## src/rtl/branch_ctrl_pkg.sv

```systemverilog
// branch_ctrl_pkg: shared types, default widths and branch condition decode
package branch_ctrl_pkg;

  localparam int DEF_PC_W  = 10;
  localparam int DEF_IDX_W = 5;
  localparam int DEF_CNT_W = 8;

  typedef enum logic [1:0] {
    RUN    = 2'd0,
    SQUASH = 2'd1,
    HALTED = 2'd2
  } state_t;

  typedef enum logic [1:0] {
    COND_Z  = 2'd0,
    COND_NZ = 2'd1,
    COND_C  = 2'd2,
    COND_NC = 2'd3
  } cond_t;

  function automatic logic cond_eval(input cond_t c, input logic z, input logic cy);
    return (c == COND_Z)  ? z :
           (c == COND_NZ) ? ~z :
           (c == COND_C)  ? cy : ~cy;
  endfunction

endpackage

```

## src/rtl/branch_ctrl_if.sv

```systemverilog
// branch_ctrl_if: PC redirect interface; master issues redirects, PC reports halt
interface branch_ctrl_if
  import branch_ctrl_pkg::*;
#(
  parameter int PC_W = DEF_PC_W
);

  logic            jump_en;
  logic            branch_en;
  logic [PC_W-1:0] destination;
  logic            halt;

  modport master (
    output jump_en,
    output branch_en,
    output destination,
    input  halt
  );

  modport slave (
    input  jump_en,
    input  branch_en,
    input  destination,
    output halt
  );

endinterface

```

## src/rtl/branch_ctrl_jump_lut.sv

```systemverilog
// jump_lut: writable jump-target table, synchronous write, combinational read
module jump_lut #(
  parameter int PC_W  = 10,
  parameter int IDX_W = 5
) (
  input  logic             CLK,
  input  logic             init_n,
  input  logic             we,
  input  logic [IDX_W-1:0] waddr,
  input  logic [PC_W-1:0]  wdata,
  input  logic [IDX_W-1:0] raddr,
  output logic [PC_W-1:0]  rdata
);

  logic [PC_W-1:0] mem [2**IDX_W];

  always_ff @(posedge CLK or negedge init_n) begin
    if (!init_n) begin
      for (int i = 0; i < 2**IDX_W; i++) mem[i] <= '0;
    end else if (we) begin
      mem[waddr] <= wdata;
    end
  end

  // read sees the pre-write contents during a same-cycle write
  assign rdata = mem[raddr];

endmodule

```

## src/rtl/branch_ctrl.sv

```systemverilog
// branch_ctrl: resolves jumps/conditional branches into PC redirects and
// squashes the single wrong-path instruction fetched behind each redirect.
module branch_ctrl
  import branch_ctrl_pkg::*;
#(
  parameter int PC_W  = DEF_PC_W,
  parameter int IDX_W = DEF_IDX_W,
  parameter int CNT_W = DEF_CNT_W
) (
  input  logic               CLK,
  input  logic               init_n,
  input  logic               instr_valid,
  input  logic               is_jump,
  input  logic               is_branch,
  input  logic [1:0]         cond,
  input  logic [IDX_W-1:0]   target_idx,
  input  logic               flag_we,
  input  logic               alu_zero,
  input  logic               alu_carry,
  input  logic               lut_we,
  input  logic [IDX_W-1:0]   lut_waddr,
  input  logic [PC_W-1:0]    lut_wdata,
  branch_ctrl_if.master      pc,
  output logic               squash,
  output logic [CNT_W-1:0]   redirect_cnt,
  output logic               halted
);

  state_t          state;
  logic            z_flag;
  logic            c_flag;
  logic            active;
  logic            cond_true;
  logic            redirect;
  logic [PC_W-1:0] lut_rdata;

  jump_lut #(
    .PC_W  (PC_W),
    .IDX_W (IDX_W)
  ) u_lut (
    .CLK   (CLK),
    .init_n(init_n),
    .we    (lut_we),
    .waddr (lut_waddr),
    .wdata (lut_wdata),
    .raddr (target_idx),
    .rdata (lut_rdata)
  );

  // init_n gates the Mealy outputs so nothing leaks out while reset is held
  always_comb begin
    active         = init_n && (state == RUN) && instr_valid;
    cond_true      = cond_eval(cond_t'(cond), z_flag, c_flag);
    pc.jump_en     = active && is_jump;
    pc.branch_en   = active && is_branch && !is_jump && cond_true;
    pc.destination = pc.jump_en ? lut_rdata : '0;
    redirect       = pc.jump_en || pc.branch_en;
    squash         = (state == SQUASH);
    halted         = (state == HALTED);
  end

  always_ff @(posedge CLK or negedge init_n) begin
    if (!init_n) begin
      state        <= RUN;
      z_flag       <= 1'b0;
      c_flag       <= 1'b0;
      redirect_cnt <= '0;
    end else begin
      state <= (pc.halt || state == HALTED) ? HALTED :
               (state == SQUASH)            ? RUN    :
               redirect                     ? SQUASH : RUN;
      if (state == RUN && flag_we) begin
        z_flag <= alu_zero;
        c_flag <= alu_carry;
      end
      if (redirect && redirect_cnt != '1) redirect_cnt <= redirect_cnt + 1'b1;
    end
  end

endmodule

```

## src/flat_wrapper.sv

```systemverilog
// flat-port wrapper written by rule: the top's interface ports become plain ports
module branch_ctrl_flat import branch_ctrl_pkg::*;
#(
  parameter int PC_W  = DEF_PC_W,
  parameter int IDX_W = DEF_IDX_W,
  parameter int CNT_W = DEF_CNT_W
)
  (CLK, init_n, instr_valid, is_jump, is_branch, cond, target_idx, flag_we, alu_zero, alu_carry, lut_we, lut_waddr, lut_wdata, squash, redirect_cnt, halted, pc_jump_en, pc_branch_en, pc_destination, pc_halt);
  branch_ctrl_if #(.PC_W(PC_W)) pc_i ();
  input  logic CLK;
  input  logic init_n;
  input  logic instr_valid;
  input  logic is_jump;
  input  logic is_branch;
  input  logic [1:0] cond;
  input  logic [IDX_W-1:0] target_idx;
  input  logic flag_we;
  input  logic alu_zero;
  input  logic alu_carry;
  input  logic lut_we;
  input  logic [IDX_W-1:0] lut_waddr;
  input  logic [PC_W-1:0] lut_wdata;
  output logic squash;
  output logic [CNT_W-1:0] redirect_cnt;
  output logic halted;
  output wire logic [$bits(pc_i.jump_en)-1:0] pc_jump_en;
  output wire logic [$bits(pc_i.branch_en)-1:0] pc_branch_en;
  output wire logic [$bits(pc_i.destination)-1:0] pc_destination;
  input wire logic [$bits(pc_i.halt)-1:0] pc_halt;
  assign pc_jump_en = pc_i.jump_en;
  assign pc_branch_en = pc_i.branch_en;
  assign pc_destination = pc_i.destination;
  assign pc_i.halt = pc_halt;
  branch_ctrl #(.PC_W(PC_W), .IDX_W(IDX_W), .CNT_W(CNT_W)) u_core (.CLK(CLK), .init_n(init_n), .instr_valid(instr_valid), .is_jump(is_jump), .is_branch(is_branch), .cond(cond), .target_idx(target_idx), .flag_we(flag_we), .alu_zero(alu_zero), .alu_carry(alu_carry), .lut_we(lut_we), .lut_waddr(lut_waddr), .lut_wdata(lut_wdata), .pc(pc_i), .squash(squash), .redirect_cnt(redirect_cnt), .halted(halted));
endmodule
```

## config.mk

```make
export PLATFORM = sky130hd
export DESIGN_NAME = branch_ctrl_flat
export DESIGN_NICKNAME = d
export VERILOG_FILES = /design/src/rtl/branch_ctrl_pkg.sv /design/src/rtl/branch_ctrl_if.sv /design/src/rtl/branch_ctrl_jump_lut.sv /design/src/rtl/branch_ctrl.sv /design/src/flat_wrapper.sv
export SDC_FILE = /design/constraint.sdc
export NUM_CORES = 1
export LEC_CHECK = 0
export CAP_MARGIN = 40
export CORE_AREA = 2 2 191 193
export DETAILED_ROUTE_END_ITERATION = 10
export DIE_AREA = 0 0 193 195
export PLACE_DENSITY_LB_ADDON = 0.3
export SLEW_MARGIN = 20
export SYNTH_ARGS = -nofsm -noshare
export SYNTH_HDL_FRONTEND = slang
export SYNTH_HIERARCHICAL = 1
export SYNTH_SLANG_ARGS = --single-unit
```

## constraint.sdc

```tcl
create_clock -name CLK -period 1.95 [get_ports CLK]
set_input_delay 0.2925 -clock CLK [delete_from_list [all_inputs] [get_ports CLK]]
set_output_delay 0.2925 -clock CLK [all_outputs]
set_load 0.005 [all_outputs]
```

# [Yosys cells after proc, flatten, opt, wreduce, memory -nomap -nowiden]
# Cells that the tools add are included.
# Widths: inputs -> output; s select.
[totals] wordCells=76 input_bits=32 regBits=332
[op_classes] muxes=13 eq_ne=5 bitwise_logic=4 n_lt_le_gt_ge=3 reduce_logical=14 n_addsub=1
[ops] cell="$bwmux 320" n=1
[ops] cell="$bmux 10 s5" n=1
[ops] cell="$demux 10 s5" n=1
[ops] cell="$mux 10" n=4
[ops] cell="$ge 6x6->1 const B" n=2
[ops] cell="$not 5->6" n=2
[ops] cell="$logic_and 1x1->1" n=9
[ops] cell="$add 8x1->8 const B" n=1
[ops] cell="$ne 8x8->1 const B" n=1
[ops] cell="$lt 6x1->1 const B" n=1
[ops] cell="$eq 2x1->1 const B" n=2
[ops] cell="$eq 2x2->1 const B" n=2
[ops] cell="$logic_not 2->1" n=2
[ops] cell="$mux 1" n=4
[ops] cell="$mux 2" n=2
[ops] cell="$logic_or 1x1->1" n=2
[ops] cell="$not 1->1" n=2
[ops] cell="$logic_not 1->1" n=1

# [Logic depth before layout (Yosys ltp)]
# Gate-level depths: netlist of run 1.
[depth] ltp_word=10 ltp_mapped=8 depth_no_buf=6

# [Hierarchy]
# Netlist of run 1, hierarchy kept.
[by_module_without_submodules] module="jump_lut" area_per_inst_um2=15110.7 n_inst=1 cells_per_inst=1084
[by_module_without_submodules] module="branch_ctrl" area_per_inst_um2=658.1 n_inst=1 cells_per_inst=60

# [Worst setup path after synthesis of run 1]
# No wires, ideal clock.
[synth_timing] path_type="input-to-output" from="in target_idx[1]" to="out pc_destination[0]" path_buffers=3 slack_ns=0.127 path_stages=8 arrival_ns=1.530 path_cell_list="buf_2 > buf_6 > buf_2 > mux2i_1 > a22oi_1 > a31oi_1 > nand3_1 > and3_1"
[synth_via] elab_chain_len=5
[synth_rtl] item="start: declaration" line_no="flat_wrapper.sv:16" rtl="input logic [IDX_W-1:0] target_idx;"
[synth_rtl] item="$not 5->6 (implied by the code)" line_no="branch_ctrl_jump_lut.sv:26" rtl="assign rdata = mem[raddr];"
[synth_rtl] item="$bmux 10 s5" line_no="branch_ctrl_jump_lut.sv:26"
[synth_rtl] item="$mux 10 (implied by the code) (2 in series)" line_no="branch_ctrl_jump_lut.sv:26"
[synth_rtl] item="via u_core.lut_rdata[0]" line_no="branch_ctrl.sv:35" rtl="logic [PC_W-1:0] lut_rdata;"
[synth_rtl] item="$mux 10" line_no="branch_ctrl.sv:56" rtl="pc.destination = pc.jump_en ? lut_rdata : '0;"
[synth_rtl] item="end: declaration" line_no="flat_wrapper.sv:28" rtl="output wire logic [$bits(pc_i.destination)-1:0] pc_destination;"
# The timed path passes the listed nets, and every way through them passes these cells. The select of a mux whose other input is x is not followed.

# [Worst setup path after layout of run 1]
[layout_timing] from="in target_idx[4]" to="out pc_destination[8]"
# The elaborated chain is that of the path after synthesis.

==> results of run 1 <==
[path summary, 6_finish.rpt]
path	end	slack, ps	cells past startpoint
max	pc_destination[8]	-490	7
min	u_core/state[1]	350	2
max reg2reg	u_core/redirect_cnt[1]	50	8
min reg2reg	u_core/redirect_cnt[6]	480	1
max in group asynchronous	u_core/u_lut/mem[245]	330	4
min in group asynchronous	u_core/redirect_cnt[1]	440	3
[area by class of cell]
type | count | area, µm²
well taps | 461 | 577
flip-flops and latches | 332 | 8310
inverters | 1 | 6.26
clock buffers | 55 | 1120
fillers | 2882 | 15700
clock inverters | 10 | 85.1
multi-input cells | 731 | 7370
repair buffers | 199 | 2250
[registers in the layout (all words and copies together), names as in the netlist]
register,count
u_core/state,2
u_core/c_flag,1
u_core/u_lut/mem,320
u_core/z_flag,1
u_core/redirect_cnt,8
[cell usage after synthesis, types with 3 or more instances]
| library cell | n | area [µm²] |
|---|---|---|
| sky130_fd_sc_hd__mux2_4 | 10 | 150 |
| sky130_fd_sc_hd__mux2i_1 | 161 | 1610 |
| sky130_fd_sc_hd__nand2_2 | 17 | 106 |
| sky130_fd_sc_hd__a31oi_1 | 10 | 62.6 |
| sky130_fd_sc_hd__nor3_1 | 11 | 55.1 |
| sky130_fd_sc_hd__nand4_1 | 13 | 81.3 |
| sky130_fd_sc_hd__xnor2_1 | 6 | 52.6 |
| sky130_fd_sc_hd__a22o_1 | 20 | 175 |
| sky130_fd_sc_hd__buf_2 | 13 | 65.1 |
| sky130_fd_sc_hd__nand3_1 | 22 | 110 |
| sky130_fd_sc_hd__nor2_8 | 8 | 160 |
| sky130_fd_sc_hd__nor2_2 | 8 | 50.1 |
| sky130_fd_sc_hd__buf_4 | 12 | 90.1 |
| sky130_fd_sc_hd__a21oi_1 | 20 | 100 |
| sky130_fd_sc_hd__dfrtp_1 | 332 | 8310 |
| sky130_fd_sc_hd__buf_6 | 3 | 33.8 |
| sky130_fd_sc_hd__mux2_2 | 305 | 3430 |
| sky130_fd_sc_hd__and3_1 | 13 | 81.3 |
| sky130_fd_sc_hd__nor2_1 | 4 | 15.0 |
| sky130_fd_sc_hd__a22oi_1 | 40 | 300 |
| sky130_fd_sc_hd__buf_1 | 5 | 18.8 |
| sky130_fd_sc_hd__nor3b_4 | 3 | 56.3 |
| sky130_fd_sc_hd__nand2_1 | 24 | 90.1 |
| sky130_fd_sc_hd__nand3b_4 | 3 | 60.1 |
| sky130_fd_sc_hd__clkbuf_1 | 47 | 176 |
| sky130_fd_sc_hd__mux2_1 | 8 | 90.1 |
[what timing repair did]
item | in CTS | in global routing
pin swaps | 48 | 15
hold buffers | 1 | 0
buffers inserted | 10 | 4
gates cloned | 1 | 0
gates resized for setup | 89 | 28
endpoints found under the hold margin | 110 | 0
setup endpoints to repair | 14 | 18
[per-stage QoR]
stage / std cells / util [%] / area [µm²] / setup TNS (ps)
after detailed placement: 1717 / 51.3 / 18200 / -41550
after CTS: 1788 / 55.3 / 19600 / -4260
final: 1789 / 55.7 / 19700 / -4220
after floorplan: 1144 / - / 15800 / 0
after global routing: 1789 / 55.7 / 19700 / -4840
after global placement: 1717 / 51.3 / 18200 / -40780
[metal layers]
metal  vias to the layer above  GRT usage, %
met4                         0          6.40
met1                      5294          32.3
met2                       211          32.8
li1                       4515             -
met5                         -         0.796
met3                        67          3.65
[power breakdown]
part           internal [mW]  switching [mW]
Combinational           1.91            1.59
Clock                   4.10            2.76
Sequential              8.19           0.657
Total                   14.2            5.00
[cells in the final DEF, fill, tap and decap left out, types with 20 or more instances in the layout]
cell,n
sky130_fd_sc_hd__dfrtp_1,332
sky130_fd_sc_hd__mux2_2,305
sky130_fd_sc_hd__mux2i_1,151
sky130_fd_sc_hd__buf_4,90
sky130_fd_sc_hd__buf_12,47
sky130_fd_sc_hd__clkbuf_16,39
sky130_fd_sc_hd__a22oi_1,36
sky130_fd_sc_hd__clkdlybuf4s50_1,34
sky130_fd_sc_hd__nand2_1,24
sky130_fd_sc_hd__a21oi_1,20
[logic make-up after synthesis]
| family | synth area share [%] |
|---|---|
| flip-flops | 52.7 |
| AO/OA/AOI/OAI | 4.21 |
| buffers and inverters | 2.46 |
| XOR/XNOR | 0.444 |
| multiplexers | 33.5 |
| adder cells (fa/ha/maj) | 0.0793 |
| AND/OR/NAND/NOR | 6.60 |
==> reports/results.md, run 1 <==
| Step | Metric | Reported |
|---|---|---|
| setup path | Beginning of the critical path | target_idx[4] |
| pwr | Total Power Consumption | 19.2 mW |
| cts | Number of buffers on the longest clock path | 3 |
| routing | Residual DRC count | 0 |
| die | Core Rows | 69 |
| timing | Final hold slack | 351 ps |
| routing | Top Metal Used | met4 |
| synthesis | Most frequently used flop master after synthesis | sky130_fd_sc_hd__dfrtp_1 |
| routing | Wire length per cell after detailed routing | 22.6 µm |
| routing | Routed vias/inst | 5.64 |
| cts | Master cell of the clock root buffer | sky130_fd_sc_hd__clkbuf_16 |
| setup path | Combined buffer and inverter count along the critical path | 2 |
| setup path | Critical Path Max Stage Delay | 550 ps |
| die | Effective utilization at floorplan | 44.5% |
| setup path | Ordered list of cells on the worst path | clkdlybuf4s50_1, or2_4, nor3_2, a31oi_4, nand3_1, and3_1, clkdlybuf4s15_2 |
| routing | Detailed-route wire length on metal 1 | 19400 µm |
| layout | Area growth syn-to-layout | 25.0% |
| die | Die area | 37600 µm² |
| grt | Overflow left after global routing | 0 |
| synthesis | Synthesized area divided by synthesized cell count | 13.8 µm² |
| outcome | Run status | finished with violations |
| job | Number of max-capacitance violations reported | 0 |
| synthesis | Yosys cell types | 45 |
| outcome | Failing checks | negative setup slack |
| timing | Fin worst setup slack | -492 ps |
| routing | Met3 Routed Length | 1950 µm |
| worst hold path | Worst hold-check path type | input port to register |
| timing | Final worst path period need | 2440 ps |
| place | Number of port buffers | 53 |
| routing | Via count of the routed design | 10087 |
| setup path | Critical path data arrival time | 2150 ps |
| timing | Worst Max-Slew Pin Slew | 733 ps |
| cts | Count of H-tree levels built during CTS | 2 |
| routing | Post-route antenna net violation count | 0 |
| layout | Ant diodes | 0 |
| synthesis | Synth async-reset ratio | 100% |
| routing | Wire length on met2 | 18100 µm |
| setup path | Worst flop-to-flop path startpoint | u_core/state[0] |
| routing | Drt initial violations | 719 |
| synthesis | Number of warning messages in the yosys log | 6 |
| routing | Iteration count of the initial detailed-routing pass | 5 |
| timing | Fin crit share | 125% |
| timing | RSZ-0062 raised after global routing | yes |
| cts | CTS Buf Count | 37 |
| synthesis | Syn Inst Count | 1144 |
| die | Std-Cell Core Area | 35400 µm² |
| die | Vertical die dimension | 195 µm |
| place | DP HPWL | 26500 µm |
| setup path | Startpoint-to-endpoint class of the critical path | input port to primary output |
| grt | Total global routing track utilization | 21.8% |
| timing | Final number of hold-violating endpoints | 0 |
| timing | Max-slew headroom at the worst pin | 51.2% |
| grt | Antenna violations before repair | 0 |
| synthesis | Synth Net Count | 1177 |
| timing | Number of pins exceeding their max-slew limit in the final report | 0 |
| synthesis | Cell Area, Synth | 15800 µm² |
| layout | Fraction of layout instances using a drive strength above 1 | 47.3% |
| place | GPL Wtd Cong | 0.856 |
| cts | Clock edge transition at the registers on the reported setup and hold paths | 60 ps |
| cts | Worst-skew pair later-pin latency | 520 ps |
| grt | Vias in the first global route | 10311 |
| synthesis | Flop and latch count out of synthesis | 332 |
| setup path | Worst path required time | 1660 ps |
| grt | First-pass GRT wire length | 62200 µm |
| layout | Net total in the final layout | 1335 |
| pwr | VDD IR max | 0.000711 V |
| place | Worst slack, placed | -1070 ps |
| synthesis | Sequential area share after synthesis | 52.7% |
| setup path | Sort of element at the start of the critical path | input port |
| timing | Peak Freq | 410 MHz |
| die | Num ports | 54 |
| timing | Setup clock skew after layout | 3.80 ps |
| setup path | Endpoint class of the critical path | primary output |
| setup path | Delay-heaviest family, CP | simple AND/OR/NAND/NOR gates |
| pwr | Leak | 9.33 nW |
| cts | CTS tree | done |
| pwr | Power per cell area | 974 nW/µm² |
| grt | Largest net degree at the start of global routing | 126 |
| synthesis | Number of enable-type register cells in the synthesized netlist | 0 |
| setup path | Largest fanout of any net on the critical path | 10 |
| worst hold path | Startpoint of the most critical hold path | pc_halt |
| setup path | Critical Path Slowest Stage Cell | sky130_fd_sc_hd__clkdlybuf4s50_1 |
| routing | Sum of routed wire length over all layers | 40500 µm |
| timing | Setup-violating endpoint count in the final report | 11 |
| die | Width of the chip | 193 µm |
| cts | Number of clock sinks | 332 |
Power figures use the tool's default switching activity.
==> run 2, diff against run 1 <==
==> constraint.sdc (replaced) <==
create_clock -name CLK -period 1.95 [get_ports CLK]
set_input_delay 0.585 -clock CLK [delete_from_list [all_inputs] [get_ports CLK]]
set_output_delay 0.585 -clock CLK [all_outputs]
set_load 0.005 [all_outputs]
==> run 2 against run 1 <==
Worst setup slack worse by 290 ps. Core utilization is 2.3 points higher. Routed wire length is 4.9% higher. Global-route usage is 1.2 points higher. Register-to-register slack hardly changed. Largest cell class unchanged. The flow still finishes with violations (negative setup slack). Count of clock-buffer cells in the layout is 3 higher. First-iteration DRC count is 2.8% lower. Sequential cell count stayed put. Via count is 2.4% higher. Critical path type unchanged. Sequential power is 0.8% higher.
==> reports/results.md, run 2 (synthesis gave the netlist of run 1 again) <==
| Step | Metric | Reported |
|---|---|---|
| outcome | Run status | finished with violations |
| outcome | Failing checks | negative setup slack |
| layout | Count of non-filler cells in the finished layout | 1823 |
| cts | Number of clock sinks | 332 |
| setup path | Worst path required time | 1360 ps |
| place | Worst slack, placed | -1580 ps |
| layout | Fraction of layout instances using a drive strength above 1 | 51.7% |
| cts | Number of buffers on the longest clock path | 3 |
| cts | Worst-skew pair later-pin latency | 520 ps |
| job | Number of max-capacitance violations reported | 0 |
| pwr | VDD IR max | 0.000574 V |
| routing | Routed vias/inst | 5.67 |
| setup path | Sort of element at the start of the critical path | input port |
| die | Vertical die dimension | 195 µm |
| routing | Iteration count of the initial detailed-routing pass | 5 |
| layout | Most frequent cells in the layout | sky130_fd_sc_hd__dfrtp_1, sky130_fd_sc_hd__mux2_2, sky130_fd_sc_hd__mux2i_1 |
| timing | Fin worst setup slack | -777 ps |
| timing | Max-slew headroom at the worst pin | 33.5% |
| place | GPL Wtd Cong | 0.833 |
| timing | Number of pins exceeding their max-slew limit in the final report | 0 |
| layout | Largest registers | u_core/u_lut/mem: 320 flops, u_core/redirect_cnt: 8 flops, u_core/state: 2 flops |
| timing | Fin crit share | 140% |
| pwr | Leak | 9.70 nW |
| grt | Vias in the first global route | 10566 |
| setup path | Critical path data arrival time | 2140 ps |
| timing | Total Neg Setup Slack | -8360 ps |
| die | Die area | 37600 µm² |
| grt | Antenna violations before repair | 0 |
| grt | Largest net degree at the start of global routing | 179 |
| layout | Top register by number of flip-flops | u_core/u_lut/mem |
| pwr | Power per cell area | 943 nW/µm² |
| setup path | Ordered list of cells on the worst path | clkbuf_16, buf_12, buf_6, mux2i_1, a22o_4, nor3_2, a31oi_1, buf_4, nand3_2, and3_1, buf_2 |
| routing | Drt initial violations | 699 |
| timing | Final hold slack | 27.9 ps |
| layout | Number of fill cells | 2772 |
| cts | Count of H-tree levels built during CTS | 2 |
| layout | Most common cell after layout, fill and taps aside | sky130_fd_sc_hd__dfrtp_1 |
| cts | CTS Buf Count | 37 |
| timing | Setup-violating endpoint count in the final report | 14 |
| cts | Master cell of the clock root buffer | sky130_fd_sc_hd__clkbuf_16 |
| die | Effective utilization at floorplan | 44.5% |
| grt | Total global routing track utilization | 23.0% |
| routing | Via count of the routed design | 10329 |
| setup path | Endpoint class of the critical path | primary output |
| layout | Area growth syn-to-layout | 30.2% |
| setup path | Largest fanout of any net on the critical path | 6 |
| place | Number of port buffers | 53 |
| layout | Max FFs per register | 320 |
| place | DP HPWL | 25800 µm |
| routing | Post-route antenna net violation count | 0 |
| timing | Final number of hold-violating endpoints | 0 |
| setup path | Beginning of the critical path | target_idx[1] |
| setup path | Worst flop-to-flop path startpoint | u_core/state[0] |
| die | Core Rows | 69 |
| worst hold path | Worst hold-check path type | input port to async pin |
| routing | Wire length per cell after detailed routing | 23.3 µm |
| timing | Setup clock skew after layout | 1.45 ps |
| die | Std-Cell Core Area | 35400 µm² |
| layout | Net total in the final layout | 1371 |
| cts | CTS tree | done |
| die | Num ports | 54 |
| timing | Final worst path period need | 2730 ps |
| timing | Peak Freq | 367 MHz |
| timing | RSZ-0062 raised after global routing | yes |
| die | Width of the chip | 193 µm |
| grt | Overflow left after global routing | 0 |
| routing | Residual DRC count | 0 |
| setup path | Critical Path Slowest Stage Cell | sky130_fd_sc_hd__mux2i_1 |
| grt | First-pass GRT wire length | 65200 µm |
| setup path | Startpoint-to-endpoint class of the critical path | input port to primary output |
| timing | Worst Max-Slew Pin Slew | 998 ps |
| cts | Clock edge transition at the registers on the reported setup and hold paths | 60 ps |
| routing | Sum of routed wire length over all layers | 42500 µm |
| place | Number of placed instances with taps included | 1705 |
| setup path | Critical Path Max Stage Delay | 300 ps |
-- run 2: layout make-up --
| type | count | area [µm²] | share of cell area [%] |
|---|---|---|---|
| multi-input cells | 733 | 7640 | 37.2 |
| clock inverters | 4 | 23.8 | 0.116 |
| flip-flops and latches | 332 | 8310 | 40.5 |
| well taps | 461 | 577 | 2.81 |
| diodes | 1 | 2.50 | 0.0122 |
| repair buffers | 233 | 2840 | 13.8 |
| inverters | 1 | 6.26 | 0.0305 |
| clock buffers | 58 | 1130 | 5.49 |
-- run 2: per-layer routing --
metal | share of wire, % | GRT usage (%)
met5 | 0 | 0
met4 | 2.7 | 7.27
met3 | 5.4 | 4.65
met2 | 45 | 34.3
met1 | 46 | 33.8
-- run 2: critical path: cells and delay by family --
family	cells	cell delay, ps
compound gates	2	320
mux	1	300
buf+inv	5	680
simple gates	3	250
-- run 2: path summary, 6_finish.rpt --
path / endpoint / slack [ps] / depth (start not counted)
hold reg to reg: u_core/u_lut/mem[186] / 480 / 1
max in group asynchronous: u_core/u_lut/mem[253] / 670 / 3
min in group CLK: u_core/u_lut/mem[186] / 480 / 1
setup / recovery: pc_destination[6] / -780 / 11
hold / removal: u_core/state[1] / 30 / 2
setup reg to reg: u_core/redirect_cnt[4] / 40 / 9
-- run 2: repair_timing --
action,in CTS,in global routing
resized for setup,213,19
hold buffers,0,0
buffers inserted,41,6
setup endpoints to repair,25,82
pin swaps,68,24
gates cloned,14,2
-- run 2: stage by stage --
step           util [%]  total power [mW]  cell area, µm²
6_report           58.0              19.4           20500
5_1_grt            58.0              20.2           20500
3_5_place_dp       51.0              12.3           18000
4_1_cts            57.7              19.4           20400
3_3_place_gp       51.0              12.1           18000
2_1_floorplan         -              10.9           15900
-- run 2: where the power goes --
part           switching [mW]  internal (mW)  total, mW
logic                    1.67           2.11       3.78
registers               0.724           8.20       8.92
clock network            2.71           3.95       6.66
total                    5.10           14.3       19.4
==> run 3, diff against run 2 <==
--- a/config.mk
+++ b/config.mk
@@ -6,9 +6,11 @@
 export NUM_CORES = 1
 export LEC_CHECK = 0
 export CAP_MARGIN = 40
-export CORE_AREA = 2 2 191 193
+export CORE_AREA = 2 2 181 183
 export DETAILED_ROUTE_END_ITERATION = 10
-export DIE_AREA = 0 0 193 195
+export DIE_AREA = 0 0 183 185
+export DONT_BUFFER_PORTS = 1
+export HOLD_SLACK_MARGIN = 0.03
 export PLACE_DENSITY_LB_ADDON = 0.3
 export SLEW_MARGIN = 20
 export SYNTH_ARGS = -nofsm -noshare
==> run 3 against run 2 <==
Core utilization decreased by 2.0 points. Via count decreased by 7.4%. Worst setup slack improved by 170 ps. Highest routed layer unchanged. Largest cell class unchanged. Cell count shrank 12%. Sequential cell count unchanged. Worst hold slack got worse by 270 ps. Maximum frequency increased by 6.6%. Sequential share of layout area is 5.8 points higher. Final area fell by 13%. Critical path depth decreased by 5. The flow finishes with violations (negative hold slack, negative setup slack).
==> reports/results.md, run 3 (synthesis gave the netlist of run 1 again) <==
| Step | Metric | Reported |
|---|---|---|
| pwr | Combinational fraction of design power | 14.6% |
| grt | GR Util met3 | 4.52% |
| worst hold path | Worst hold-check path type | input port to async pin |
| place | DP Area | 16600 µm² |
| outcome | Failing checks | negative hold slack, negative setup slack |
| timing | Final hold slack | -239 ps |
| timing | Fin worst setup slack | -608 ps |
| grt | Total global routing track utilization | 23.1% |
| setup path | Delay-heaviest family, CP | simple AND/OR/NAND/NOR gates |
| grt | Overflow left after global routing | 0 |
| routing | Post-route antenna net violation count | 0 |
| cts | CTS Buf Count | 38 |
| cts | Master cell of the clock root buffer | sky130_fd_sc_hd__clkbuf_16 |
| layout | Most frequent cells in the layout | sky130_fd_sc_hd__dfrtp_1, sky130_fd_sc_hd__mux2_2, sky130_fd_sc_hd__mux2i_1 |
| pwr | Sequential share of power | 48.2% |
| timing | Final number of hold-violating endpoints | 332 |
| outcome | Run status | finished with violations |
| grt | First-pass GRT wire length | 59500 µm |
| die | Vertical die dimension | 185 µm |
| timing | Setup-violating endpoint count in the final report | 12 |
| cts | Clock edge transition at the registers on the reported setup and hold paths | 60 ps |
| setup path | Largest fanout of any net on the critical path | 2 |
| grt | Antenna violations before repair | 1 |
| cts | Worst-skew pair later-pin latency | 520 ps |
| pwr | Net switching power of the design | 4.44 mW |
| die | Die area | 33900 µm² |
| grt | GR Layer Usage met1 | 33.3% |
| pwr | Cell-internal power | 13.9 mW |
| routing | Drt initial violations | 689 |
| layout | Area growth syn-to-layout | 13.8% |
| setup path | Worst path required time | 1360 ps |
| layout | Top register by number of flip-flops | u_core/u_lut/mem |
| setup path | Startpoint-to-endpoint class of the critical path | register to primary output |
| setup path | Critical Path Max Stage Delay | 420 ps |
| timing | Worst Max-Slew Pin Slew | 556 ps |
| die | Num ports | 54 |
| die | Std-Cell Core Area | 32000 µm² |
| layout | Max FFs per register | 320 |
| layout | Net total in the final layout | 1198 |
| timing | Fin crit share | 131% |
| die | Effective utilization at floorplan | 49.2% |
| die | Core Rows | 66 |
| layout | Most common cell after layout, fill and taps aside | sky130_fd_sc_hd__dfrtp_1 |
| cts | CTS tree | done |
| routing | Routed vias/inst | 5.97 |
| place | Worst slack, placed | -613 ps |
| layout | Largest registers | u_core/u_lut/mem: 320 flops, u_core/redirect_cnt: 8 flops, u_core/state: 2 flops |
| timing | Max-slew headroom at the worst pin | 62.9% |
| setup path | Critical path data arrival time | 1970 ps |
| setup path | Ordered list of cells on the worst path | mux2i_1, a22o_1, nor3_1, a31oi_4, nand3_1, and3_1 |
| pwr | Clock Power Share | 37.2% |
| grt | Layer with the highest usage | met2 |
| timing | Final worst path period need | 2560 ps |
| grt | GRT met2 Usage | 35.8% |
| routing | Wire length per cell after detailed routing | 23.9 µm |
| routing | Iteration count of the initial detailed-routing pass | 5 |
| cts | Count of H-tree levels built during CTS | 2 |
| timing | Number of pins exceeding their max-slew limit in the final report | 0 |
| layout | Post-route cell area | 17900 µm² |
| place | Number of port buffers | 0 |
| timing | Peak Freq | 391 MHz |
| cts | Number of buffers on the longest clock path | 3 |
| routing | Residual DRC count | 0 |
| pwr | VDD IR max | 0.000704 V |
| job | Number of max-capacitance violations reported | 0 |
| pwr | Leak | 8.48 nW |
| setup path | Critical Path Slowest Stage Cell | sky130_fd_sc_hd__nor3_1 |
| pwr | Net switching share of the total power | 24.1% |
| layout | Ant diodes | 0 |
| setup path | Sort of element at the start of the critical path | register |
| die | Width of the chip | 183 µm |
| layout | Fraction of layout instances using a drive strength above 1 | 43.2% |
| grt | Vias in the first global route | 9812 |
| cts | Number of clock sinks | 332 |
| setup path | Combined buffer and inverter count along the critical path | 0 |
| timing | RSZ-0062 raised after global routing | yes |
| timing | Setup clock skew after layout | 3.74 ps |
| routing | Sum of routed wire length over all layers | 38300 µm |
| grt | Largest net degree at the start of global routing | 334 |
| pwr | Power per cell area | 1020 nW/µm² |
| setup path | Endpoint class of the critical path | primary output |
| place | DP HPWL | 23700 µm |
| routing | Via count of the routed design | 9561 |
| place | GPL Wtd Cong | 0.805 |
-- run 3: layer usage --
layer / wire [µm] / part of all wire [%] / up-vias
li1: - / - / 4244
met1: 17900 / 47 / 5032
met4: 841 / 2.2 / 0
met2: 17400 / 46 / 226
met5: 0 / 0 / -
met3: 2150 / 5.6 / 59
-- run 3: path summary, 6_finish.rpt --
kind                                        start                     end  slack (ps)  depth (start not counted)
setup / recovery            u_core/u_lut/mem[299]       pc_destination[9]        -610                          6
hold reg to reg             u_core/u_lut/mem[185]   u_core/u_lut/mem[185]         490                          1
max in group asynchronous                  init_n   u_core/u_lut/mem[271]        1700                          0
setup reg to reg           u_core/redirect_cnt[4]  u_core/redirect_cnt[6]         210                          6
hold / removal                             init_n  u_core/redirect_cnt[6]        -240                          0
min in group CLK                          pc_halt         u_core/state[1]         210                          1
-- run 3: power groups by stage --
stage / clock network, mW / registers [mW] / logic (mW)
final: 6.84 / 8.86 / 2.68
after global routing: 7.29 / 9.01 / 2.89
after CTS: 7.02 / 8.85 / 2.66
after detailed placement: 0 / 8.95 / 2.61
after global placement: 0 / 8.90 / 2.54
after floorplan: 0 / 8.75 / 2.17
-- run 3: area by class of cell --
type / instances / area, µm²
inverter: 1 / 3.75
sequential: 332 / 8310
timing repair buffer: 61 / 671
clock inverter: 10 / 60.1
fill: 2623 / 14100
tap: 408 / 510
clock buffer: 58 / 1160
multi-input combinational: 731 / 7240
-- run 3: per-stage QoR --
stage	instances	total power [mW]	utilization, %	TNS [ps]
3_3_place_gp	1529	11.4	51.7	-4790
4_1_cts	1599	18.5	55.9	-5890
6_report	1601	18.4	56.0	-5590
5_1_grt	1601	19.2	56.0	-6470
2_1_floorplan	1144	10.9	-	-2490
3_5_place_dp	1529	11.6	51.7	-4840
-- run 3: what timing repair did --
action,CTS,global route
setup endpoints to repair,12,12
resized for setup,29,3
setup buffers,2,2
hold endpoints to repair,332,332
pin swaps,24,8
